<file path="src/rtl/alarm_clock_multi_pkg.sv">
// Shared types, BCD wrap limits and the hh:mm load-validity check for the
// multi-alarm real-time clock.
package alarm_clock_pkg;

    typedef enum logic [1:0] {
        IDLE,
        RING,
        SNOOZE
    } ring_state_t;

    typedef struct packed {
        logic [1:0] h1;
        logic [3:0] h0;
        logic [2:0] m1;
        logic [3:0] m0;
        logic [2:0] s1;
        logic [3:0] s0;
    } bcd_time_t;

    typedef struct packed {
        logic [1:0] h1;
        logic [3:0] h0;
        logic [2:0] m1;
        logic [3:0] m0;
    } bcd_hhmm_t;

    localparam int BCD_UNITS_MAX = 9;
    localparam int BCD_TENS_MAX  = 5;
    localparam int HOUR_MAX      = 23;

    // Hour tens/units limits are derived from HOUR_MAX so 2x hours stop at 23.
    function automatic logic bcd_hhmm_valid(
        input logic [1:0] h1,
        input logic [3:0] h0,
        input logic [2:0] m1,
        input logic [3:0] m0
    );
        logic ok;
        ok = (32'(h1) <= HOUR_MAX / 10) &&
             (32'(h0) <= BCD_UNITS_MAX) &&
             (32'(m1) <= BCD_TENS_MAX) &&
             (32'(m0) <= BCD_UNITS_MAX);
        if ((32'(h1) == HOUR_MAX / 10) && (32'(h0) > HOUR_MAX % 10)) begin
            ok = 1'b0;
        end
        return ok;
    endfunction

endpackage

</file>
<file path="src/rtl/alarm_clock_multi_tick_gen.sv">
// CLK_HZ prescaler: emits a one-cycle tick_1s every CLK_HZ clocks; the
// synchronous clear restarts the second so a time load begins a full second.
module rtc_tick_gen #(
    parameter int CLK_HZ = 125000000
) (
    input  logic clk,
    input  logic reset,
    input  logic clear,
    output logic tick_1s
);

    localparam int              CW   = (CLK_HZ > 1) ? $clog2(CLK_HZ) : 1;
    localparam logic [CW-1:0]   LAST = CW'(CLK_HZ - 1);

    logic [CW-1:0] count;

    always_ff @(posedge clk or negedge reset) begin
        if (!reset) begin
            count <= '0;
        end else if (clear || (count == LAST)) begin
            count <= '0;
        end else begin
            count <= count + CW'(1);
        end
    end

    assign tick_1s = (count == LAST);

endmodule

</file>
<file path="src/rtl/alarm_clock_multi.sv">
// 24-hour BCD clock with a bank of NUM_ALARMS alarms and a ring/snooze FSM.
// Optional feature macro: ALARM_SNOOZE_EN builds the SNOOZE state and countdown.
module alarm_clock_multi
    import alarm_clock_pkg::*;
#(
    parameter int CLK_HZ     = 125000000,
    parameter int NUM_ALARMS = 4,
    parameter int RING_SEC   = 60,
    parameter int SNOOZE_MIN = 5,
    parameter int AW         = (NUM_ALARMS > 1) ? $clog2(NUM_ALARMS) : 1
) (
    input  logic                  clk,
    input  logic                  reset,
    input  logic                  load_time,
    input  logic                  load_alarm,
    input  logic [AW-1:0]         alarm_sel,
    input  logic                  alarm_en_in,
    input  logic [1:0]            set_h1,
    input  logic [3:0]            set_h0,
    input  logic [2:0]            set_m1,
    input  logic [3:0]            set_m0,
    input  logic                  off_alarm,
    input  logic                  snooze,
    output logic                  tick_1s,
    output logic [1:0]            h1out,
    output logic [3:0]            h0out,
    output logic [2:0]            m1out,
    output logic [3:0]            m0out,
    output logic [2:0]            s1out,
    output logic [3:0]            s0out,
    output logic                  alarm,
    output logic [NUM_ALARMS-1:0] alarm_hit,
    output logic                  load_err
);

    localparam logic [7:0] RING_LAST = 8'(RING_SEC - 1);

    bcd_time_t             now;
    bcd_hhmm_t             al_time [NUM_ALARMS];
    logic [NUM_ALARMS-1:0] al_en;
    logic [NUM_ALARMS-1:0] match_vec;
    logic                  tick_d;
    logic                  set_ok;
    logic                  sel_ok;
    logic                  time_ok;
    logic                  alarm_ok;
    ring_state_t           state;
    logic [7:0]            ring_cnt;

`ifdef ALARM_SNOOZE_EN
    localparam logic [11:0] SNOOZE_LAST = 12'(SNOOZE_MIN * 60 - 1);
    logic [11:0] snooze_cnt;
`else
    logic unused_snooze;
    assign unused_snooze = snooze;
`endif

    assign set_ok   = bcd_hhmm_valid(set_h1, set_h0, set_m1, set_m0);
    assign sel_ok   = (32'(alarm_sel) < NUM_ALARMS);
    assign time_ok  = load_time && set_ok;
    assign alarm_ok = load_alarm && set_ok && sel_ok;

    rtc_tick_gen #(
        .CLK_HZ (CLK_HZ)
    ) u_tick_gen (
        .clk     (clk),
        .reset   (reset),
        .clear   (time_ok),
        .tick_1s (tick_1s)
    );

    // Straight BCD ripple: each digit only advances when all lower digits wrap.
    function automatic bcd_time_t next_second(input bcd_time_t t);
        bcd_time_t n;
        n = t;
        if (32'(t.s0) != BCD_UNITS_MAX) begin
            n.s0 = t.s0 + 4'd1;
        end else begin
            n.s0 = '0;
            if (32'(t.s1) != BCD_TENS_MAX) begin
                n.s1 = t.s1 + 3'd1;
            end else begin
                n.s1 = '0;
                if (32'(t.m0) != BCD_UNITS_MAX) begin
                    n.m0 = t.m0 + 4'd1;
                end else begin
                    n.m0 = '0;
                    if (32'(t.m1) != BCD_TENS_MAX) begin
                        n.m1 = t.m1 + 3'd1;
                    end else begin
                        n.m1 = '0;
                        if ((32'(t.h1) == HOUR_MAX / 10) && (32'(t.h0) == HOUR_MAX % 10)) begin
                            n.h1 = '0;
                            n.h0 = '0;
                        end else if (32'(t.h0) == BCD_UNITS_MAX) begin
                            n.h0 = '0;
                            n.h1 = t.h1 + 2'd1;
                        end else begin
                            n.h0 = t.h0 + 4'd1;
                        end
                    end
                end
            end
        end
        return n;
    endfunction

    // tick_d is withheld on a time load so a loaded hh:mm:00 never matches.
    always_ff @(posedge clk or negedge reset) begin
        if (!reset) begin
            now      <= '0;
            tick_d   <= 1'b0;
            load_err <= 1'b0;
        end else begin
            if (time_ok) begin
                now <= {set_h1, set_h0, set_m1, set_m0, 3'd0, 4'd0};
            end else if (tick_1s) begin
                now <= next_second(now);
            end
            tick_d   <= tick_1s && !time_ok;
            load_err <= (load_time && !set_ok) || (load_alarm && !(set_ok && sel_ok));
        end
    end

    always_ff @(posedge clk or negedge reset) begin
        if (!reset) begin
            for (int i = 0; i < NUM_ALARMS; i++) begin
                al_time[i] <= '0;
            end
            al_en <= '0;
        end else if (alarm_ok) begin
            for (int i = 0; i < NUM_ALARMS; i++) begin
                if (32'(alarm_sel) == i) begin
                    al_time[i] <= {set_h1, set_h0, set_m1, set_m0};
                    al_en[i]   <= alarm_en_in;
                end
            end
        end
    end

    always_comb begin
        match_vec = '0;
        for (int i = 0; i < NUM_ALARMS; i++) begin
            match_vec[i] = tick_d && al_en[i] &&
                           (al_time[i] == {now.h1, now.h0, now.m1, now.m0}) &&
                           (now.s1 == 3'd0) && (now.s0 == 4'd0);
        end
    end

    // Priority in RING: off_alarm, then snooze, then a fresh match, then timeout.
    always_ff @(posedge clk or negedge reset) begin
        if (!reset) begin
            state     <= IDLE;
            alarm     <= 1'b0;
            alarm_hit <= '0;
            ring_cnt  <= '0;
`ifdef ALARM_SNOOZE_EN
            snooze_cnt <= '0;
`endif
        end else begin
            unique case (state)
                IDLE: begin
                    if (!off_alarm && (|match_vec)) begin
                        state     <= RING;
                        alarm     <= 1'b1;
                        alarm_hit <= match_vec;
                        ring_cnt  <= RING_LAST;
                    end
                end
                RING: begin
                    if (off_alarm) begin
                        state     <= IDLE;
                        alarm     <= 1'b0;
                        alarm_hit <= '0;
`ifdef ALARM_SNOOZE_EN
                    end else if (snooze) begin
                        state      <= SNOOZE;
                        alarm      <= 1'b0;
                        alarm_hit  <= alarm_hit | match_vec;
                        snooze_cnt <= SNOOZE_LAST;
`endif
                    end else if (|match_vec) begin
                        alarm_hit <= alarm_hit | match_vec;
                        ring_cnt  <= RING_LAST;
                    end else if (tick_1s) begin
                        if (ring_cnt == 8'd0) begin
                            state     <= IDLE;
                            alarm     <= 1'b0;
                            alarm_hit <= '0;
                        end else begin
                            ring_cnt <= ring_cnt - 8'd1;
                        end
                    end
                end
`ifdef ALARM_SNOOZE_EN
                SNOOZE: begin
                    if (off_alarm) begin
                        state     <= IDLE;
                        alarm     <= 1'b0;
                        alarm_hit <= '0;
                    end else if (|match_vec) begin
                        state     <= RING;
                        alarm     <= 1'b1;
                        alarm_hit <= alarm_hit | match_vec;
                        ring_cnt  <= RING_LAST;
                    end else if (tick_1s) begin
                        if (snooze_cnt == 12'd0) begin
                            state    <= RING;
                            alarm    <= 1'b1;
                            ring_cnt <= RING_LAST;
                        end else begin
                            snooze_cnt <= snooze_cnt - 12'd1;
                        end
                    end
                end
`endif
                default: begin
                    state     <= IDLE;
                    alarm     <= 1'b0;
                    alarm_hit <= '0;
                end
            endcase
        end
    end

    assign h1out = now.h1;
    assign h0out = now.h0;
    assign m1out = now.m1;
    assign m0out = now.m0;
    assign s1out = now.s1;
    assign s0out = now.s0;

endmodule

</file>
<file path="config.mk">
export PLATFORM = sky130hd
export DESIGN_NAME = alarm_clock_multi
export DESIGN_NICKNAME = d
export VERILOG_FILES = /design/src/rtl/alarm_clock_multi_pkg.sv /design/src/rtl/alarm_clock_multi_tick_gen.sv /design/src/rtl/alarm_clock_multi.sv
export SDC_FILE = /design/constraint.sdc
export NUM_CORES = 1
export LEC_CHECK = 0
export ABC_AREA = 1
export BUFFER_PORTS_ARGS = -buffer_cell sky130_fd_sc_hd__buf_2
export CAP_MARGIN = 5
export CORE_UTILIZATION = 50
export DETAILED_ROUTE_END_ITERATION = 10
export GPL_ROUTABILITY_DRIVEN = 0
export PLACE_DENSITY = 0.73
export SLEW_MARGIN = 20
export SYNTH_ARGS = -nofsm -noshare
export SYNTH_HDL_FRONTEND = slang
export SYNTH_SLANG_ARGS = --single-unit
</file>
<file path="constraint.sdc">
create_clock -name clk -period 2.15 [get_ports clk]
set_input_delay 0.1075 -clock clk [delete_from_list [all_inputs] [get_ports clk]]
set_output_delay 0.1075 -clock clk [all_outputs]
set_load 0.01 [all_outputs]
</file>
==> impl_results.md, run 1 <==
- Status: complete, no violations
- Root buffer cell: clkbuf_16
- Actual slew at the worst max-slew pin: 0.4215 ns
- Fin util: 61.85%
- Post-route setup TNS: 0 ns
- DR vias: 6989
- Share of layout cells above drive strength 1: 15.07%
- Post-synthesis xor/xnor area fraction: 2.072%
- H-tree levels: 4
- CTS tree: done
- Minimum clock period: 2.061 ns
- Synth area leaders: dfrtp_1 41%, nand2_1 19%, inv_1 7.9%
- Gr usage total: 28.59%
- Top-area cell type share of the netlist area: 41.09%
- Max Buffers Root-to-Sink: 2
- Cts bufs inserted: 17
- Cells after synthesis: 1059
- Post-route ant nets: 0
- Die footprint: 14860 um2
- Largest family of logic cells by synthesized area: simple AND/OR/NAND/NOR gates
- Die H: 121.9 um
- First-pass GRT wire length: 32210 um
- Required time worst endpoint: 2.47 ns
- DRT iter0 DRCs: 587
- Crit path DAT: 2.38 ns
- Synthesis-to-finish area growth: 19.92%
- Syn. warnings: 0
- Maxcap violations: 0
- Hold depth: 3
- Hpwl dp: 14430 um
- I/O Pins: 49
- Worst hold path class: input pin to flip-flop
- Maximum VDD drop: 635.7 uV
- Synth Area in Simple Gates: 35.08%
- Clock latency on the worst-skew pair: 0.43 ns
- Lkg Pwr: 4.568 nW
- Die width: 121.9 um
- Final WS setup: 0.08940 ns
- Starting Density: 51.58%
- Post-synth cell types: 40
- Final setup violation count: 0
- Leading area contributor after synthesis: dfrtp_1
- Initial antenna violation count: 0
- Post-synthesis adder-cell area fraction: 1.393%
- Total grt overflow: 0
- Worst slew margin: 71.68%
- CP Max Fanout: 8
- Critical path class: flip-flop to flip-flop
- Vias in the first global route: 6585
- Place WS: 0.007944 ns
- F_max: 485.3 MHz
- RSZ-0062 raised after global routing: yes
- Skew final: 0.007232 ns
- CP startpoint kind: flip-flop
- Pwr Density: 917.9 nW/um2
- Wire per inst: 14.72 um
- Post-Syn Area per Cell: 6.786 um2
- # rows: 43
- Post-Syn Area: 7187 um2
- Crit end category: flip-flop
- Reg clk slew, reported paths: 0.06 ns
- Tcrit/Tclk final: 95.84%
- Core ar.: 13930 um2
- Sequential fraction of the synthesis area: 41.09%
- Vias/cell: 5.212
- Overall Power: 0.007911 W
- Clock sink count: 118
- Complex-gate fraction of the synthesized area: 10.64%
- Syn nets: 1089
- 1st-pass router iterations: 7
- Final antenna diode count: 0
- Worst reg2reg path depth: 17
- Mux contribution to synthesized area: 0%
- Final #Nets: 1178
- DRC: 0
- Final slew viol count: 0
- Hold Violations, Final: 0
- FF+latch count, synth: 118
- Largest net degree at the start of global routing: 52
- Number of port buffers: 47
- Drt total wl: 19740 um
==> layout make-up <==
| class | instances | area (um2) |
|---|---|---|
| clock buffers | 19 | 452.9 |
| clock inverters | 13 | 172.7 |
| fillers | 1256 | 5316 |
| inverters | 161 | 604.3 |
| multi-input cells | 761 | 3617 |
| flip-flops and latches | 118 | 2954 |
| well taps | 180 | 225.2 |
| repair buffers | 89 | 591.8 |
==> timing repair <==
| action | in CTS | in global routing |
|---|---|---|
| resized for setup | 1 | 25 |
| endpoints found under the hold margin | 39 | 0 |
| hold buffers | 4 | 0 |
| buffers inserted | 0 | 10 |
| pin swaps | 0 | 21 |
| endpoints found under the setup margin | 3 | 18 |
==> metrics by stage <==
stage          instances  cell area (um2)  hold slack, ns
4_1_cts             1331             8461        0.006727
3_5_place_dp        1295             7790         0.07821
2_1_floorplan       1059             7187         -0.1881
5_1_grt             1341             8618         0.02766
3_3_place_gp        1295             7790         0.07852
6_report            1341             8618         0.02209
==> where the power goes <==
part	internal, W	switching (W)
combinational	0.000715	0.00124
sequential	0.00260	0.000372
clock	0.00189	0.00109
total	0.00521	0.00270
==> cells by family (layout without fill, tap and decap cells) <==
logic type,after synthesis,after routing
AOI/OAI and AO/OA,145,145
and+or+nand+nor,591,591
adders and majority gates,8,8
buffers and inverters,180,282
DFF,118,118
xor gates and xnor gates,17,17
==> worst max-delay path, stage by stage, from the launching register on <==
cell	delay [ns]
dfrtp_1	0.39
inv_2	0.11
ha_4	0.14
inv_2	0.04
nor2_4	0.10
nand2_2	0.08
nor2_4	0.25
nand2_1	0.09
nor2_1	0.08
nand2_1	0.10
nand2_1	0.09
inv_1	0.06
nand2_4	0.09
nand2_4	0.07
nand2_4	0.12
nand2_2	0.06
nand2_1	0.07
inv_1	0.04
==> layout by cell type (no fill, tap or decap), types with 3 or more instances in the layout <==
cell type / instances
o21ai_0: 100
dlygate4sd3_1: 4
nor2_4: 5
o22ai_1: 4
nand3_1: 42
buf_2: 46
buf_4: 36
inv_2: 13
nand4_1: 12
dfrtp_1: 117
nand2_4: 4
clkinv_4: 4
o21ai_1: 4
xor2_1: 8
nor3_1: 17
inv_1: 146
a21oi_1: 27
nor2_1: 114
nand2_2: 11
nand3_2: 6
bufinv_16: 3
xnor2_1: 9
ha_1: 6
nand2_1: 361
clkinvlp_4: 4
clkbuf_16: 17
nor2_2: 5
==> flip-flops by register name, summed over array words and instances (netlist names) <==
register / cells
m0out: 4
load_err: 1
ring_cnt: 8
al_en: 4
al_time: 52
s0out: 4
h0out: 4
alarm: 1
tick_d: 1
h1out: 2
u_tick_gen.count: 27
m1out: 3
alarm_hit: 4
s1out: 3
==> routing by layer <==
metal	global-route usage (%)	share of wire, %	vias to the layer above
met5	0	0	-
met1	38.02	45	3247
met4	10.73	2.2	0
li1	-	-	3485
met2	44.46	46	219
met3	7.631	7.1	38
==> final timing paths <==
kind                                   endpoint  slack [ns]                 start
max                                 ring_cnt[5]        0.09              s0out[1]
min                                  al_time[0]        0.02             set_m0[0]
max reg2reg                         ring_cnt[5]        0.09              s0out[1]
min reg2reg                u_tick_gen.count[25]        0.47  u_tick_gen.count[25]
max in group asynchronous           al_time[39]        1.37                 reset
min in group asynchronous              h0out[0]        0.16                 reset
==> cell usage after synthesis, drive strengths merged <==
master,instances
nand2,376
inv,159
nor2,124
dfrtp,118
o21ai,106
nand3,50
a21oi,28
nor3,19
nand4,13
clkbuf,10
buf,9
xnor2,9
ha,8
xor2,8
nor4,5
o22ai,4
clkinv,2
nand3b,2
o211ai,2
o21bai,2
a211oi,1
and3,1
nor3b,1
o21a,1
o41ai,1
(Power assumes the default switching activity.)
==> run 2: changes to the inputs <==
--- a/config.mk
+++ b/config.mk
@@ -8,6 +8,7 @@
 export ABC_AREA = 1
 export BUFFER_PORTS_ARGS = -buffer_cell sky130_fd_sc_hd__buf_2
 export CAP_MARGIN = 5
+export CORE_ASPECT_RATIO = 2
 export CORE_UTILIZATION = 50
 export DETAILED_ROUTE_END_ITERATION = 10
 export GPL_ROUTABILITY_DRIVEN = 0
==> run 2 against run 1 <==
Net effect:
- final cell count is 2.0% higher
- design area is 1.2% higher
- non-clock buffer count is 20 higher
- setup slack better by 0.072 ns
- sequential share of layout area is 0.42 points lower
- critical path depth is 9 lower
- total power is 1.2% lower
- combinational power is 6% higher
- wire length is 14% higher
- critical path type is now flip-flop to output port
- largest power group is now registers
- highest routed layer unchanged
==> impl_results.md, run 2 (synthesis results as in run 1) <==
- Status: complete, no violations
- Worst hold path class: input pin to flip-flop
- Final antenna diode count: 0 (unchanged)
- DR vias: 7255 (+3.8%)
- CP Max Fanout: 3 (-5)
- Most frequent cells in the layout: 365 x nand2_1, 149 x inv_1, 118 x dfrtp_1, 114 x nor2_1, 100 x o21ai_0
- RSZ-0062 raised after global routing: yes
- Top flop regs: al_time: 52 flops, u_tick_gen.count: 27 flops, ring_cnt: 8 flops
- CP Buf/Inv Count: 4 (unchanged)
- Vias/cell: 5.303 (+1.8%)
- Final Hold Slack: 0.03237 ns (+0.01028 ns)
- Root buffer cell: clkbuf_16
- Non-filler cells, final: 1368 (+2.0%)
- Cell Chain, Critical Path: ha_4 > nand3_2 > nor3_4 > buf_4 > nand3_2 > buf_4 > inv_1 > buf_2
- Die H: 171.6 um (+41%)
- Gr usage total: 31.54% (+3.0 points)
- Final setup violation count: 0 (unchanged)
- Skew final: 0.01008 ns (+0.002846 ns)
- Die footprint: 14890 um2 (+0.20%)
- Clock latency on the worst-skew pair: 0.42 ns (about the same)
- Hold Violations, Final: 0 (unchanged)
- Final instance area: 8721 um2 (+1.2%)
- Clock sink count: 118 (unchanged)
- Maximum VDD drop: 559.6 uV (-12%)
- Hpwl dp: 16800 um (+16%)
- Worst slew margin: 59.81% (-12 points)
- Number of port buffers: 47 (unchanged)
- Cts bufs inserted: 17 (unchanged)
- Critical path's top delay family: buffers and inverters
- Post-route ant nets: 0 (unchanged)
- Number of flip-flops in the largest register: 52 (unchanged)
- Critical Path Start: u_tick_gen.count[0]
- Post-DP Area: 8019 um2 (+2.9%)
- 1st-pass router iterations: 5 (-2)
- Placed Cells incl. Taps: 1328 (+2.5%)
- H-tree levels: 4 (unchanged)
- Largest net degree at the start of global routing: 50 (-3.8%)
- Final #Nets: 1198 (+1.7%)
- Setup crit end: tick_1s
- Hold_sp: set_h0[0]
- Pwr Density: 895.9 nW/um2 (-2.4%)
- Core ar.: 13970 um2 (+0.23%)
- F_max: 502.8 MHz (+3.6%)
- Vias in the first global route: 7081 (+7.5%)
- Reg clk slew, reported paths: 0.05 ns (about the same)
- DRT iter0 DRCs: 440 (-25%)
- Critical path class: flip-flop to output port
- R2R Setup Slk: 0.16 ns (+0.07 ns)
- FF-to-FF Start: u_tick_gen.count[0]
- Worst reg2reg path depth: 11 (-6)
- Tcrit/Tclk final: 92.50% (-3.3 points)
- Lkg Pwr: 4.662 nW (+2.1%)
- Total grt overflow: 0 (unchanged)
- Synthesis-to-finish area growth: 21.34%
- CP peak stage delay: 0.40 ns (about the same)
- DRC: 0 (unchanged)
- Initial antenna violation count: 0 (unchanged)
- Share of layout cells above drive strength 1: 15.44% (+0.36 points)
- Slowest stage cell, crit path: dfrtp_1
- Maxcap violations: 0 (unchanged)
- First-pass GRT wire length: 34850 um (+8.2%)
- Fin util: 62.44% (+0.59 points)
- Reg2reg end: m1out[2]
- Die width: 86.78 um (-29%)
- # rows: 61 (+42%)
- CP startpoint kind: flip-flop
- Crit path DAT: 1.88 ns (-0.50 ns)
- Drt total wl: 22520 um (+14%)
- Crit. path cell count: 8 (-9)
- Top reg by flops: al_time
- CTS tree: done
- Max Buffers Root-to-Sink: 2 (unchanged)
- Final slew viol count: 0 (unchanged)
- Minimum clock period: 1.989 ns (-0.07190 ns)
- Starting Density: 51.46% (-0.12 points)
- Actual slew at the worst max-slew pin: 0.6029 ns (+0.1813 ns)
- Required time worst endpoint: 2.04 ns (-0.43 ns)
- Commonest non-fill, non-tap cell in the layout: nand2_1
- I/O Pins: 49 (unchanged)
- Wire per inst: 16.46 um (+12%)
- # fillers: 1313 (+4.5%)
- Crit end category: output port
-- run 2: worst min path at each step --
stage                        endpoint  cells after the start
after floorplan              al_en[0]                      0
after CTS                 al_time[46]                      3
after detailed placement     m1out[2]                      1
final                     al_time[33]                      3
after global placement       m1out[2]                      1
after global routing       al_time[4]                      3
-- run 2: worst register-to-register path: stages (launching register included) --
cell	delay, ns
dfrtp_1	0.40
ha_4	0.16
nand3_2	0.12
nor3_4	0.21
buf_4	0.14
nand3_2	0.10
buf_4	0.19
nand2_4	0.14
nand2_2	0.11
a21oi_4	0.19
nand2_1	0.08
o21ai_0	0.08
-- run 2: area by class of cell --
| class | instances | area [um2] | share of cell area, % |
|---|---|---|---|
| Timing Repair Buffer | 109 | 777.0 | 8.910 |
| Multi-Input combinational cell | 761 | 3586 | 41.12 |
| Sequential cell | 118 | 2953 | 33.86 |
| Inverter | 161 | 604.3 | 6.930 |
| Clock buffer | 21 | 460.4 | 5.280 |
| Tap cell | 189 | 236.5 | 2.712 |
| Clock inverter | 9 | 103.9 | 1.191 |
-- run 2: routing by layer --
metal  wire length (um)  track usage (%)
met1               7793            30.29
met2              11610            56.07
met3               1126            6.142
met4               1993            27.61
met5                  0                0
-- run 2: metrics by stage --
step	setup TNS (ns)	power [W]	setup WS, ns
finish	0	0.007813	0.1613
global route	-0.03390	0.008244	-0.02187
CTS	0	0.007760	0.07591
detailed placement	0	0.004976	0.09901
global placement	0	0.004930	0.1517
floorplan	0	0.004232	0.2783
-- run 2: power breakdown --
| part | internal, W | switching (W) | total (W) |
|---|---|---|---|
| logic | 0.000761 | 0.00132 | 0.00208 |
| clock network | 0.00174 | 0.00103 | 0.00277 |
| registers | 0.00260 | 0.000358 | 0.00296 |
| total | 0.00510 | 0.00271 | 0.00781 |
-- run 2: timing repair --
item                       CTS  global route
setup endpoints to repair    0            21
hold endpoints to repair    39             0
hold buffers                 3             0
resized for setup            0            14
buffers inserted             0             7
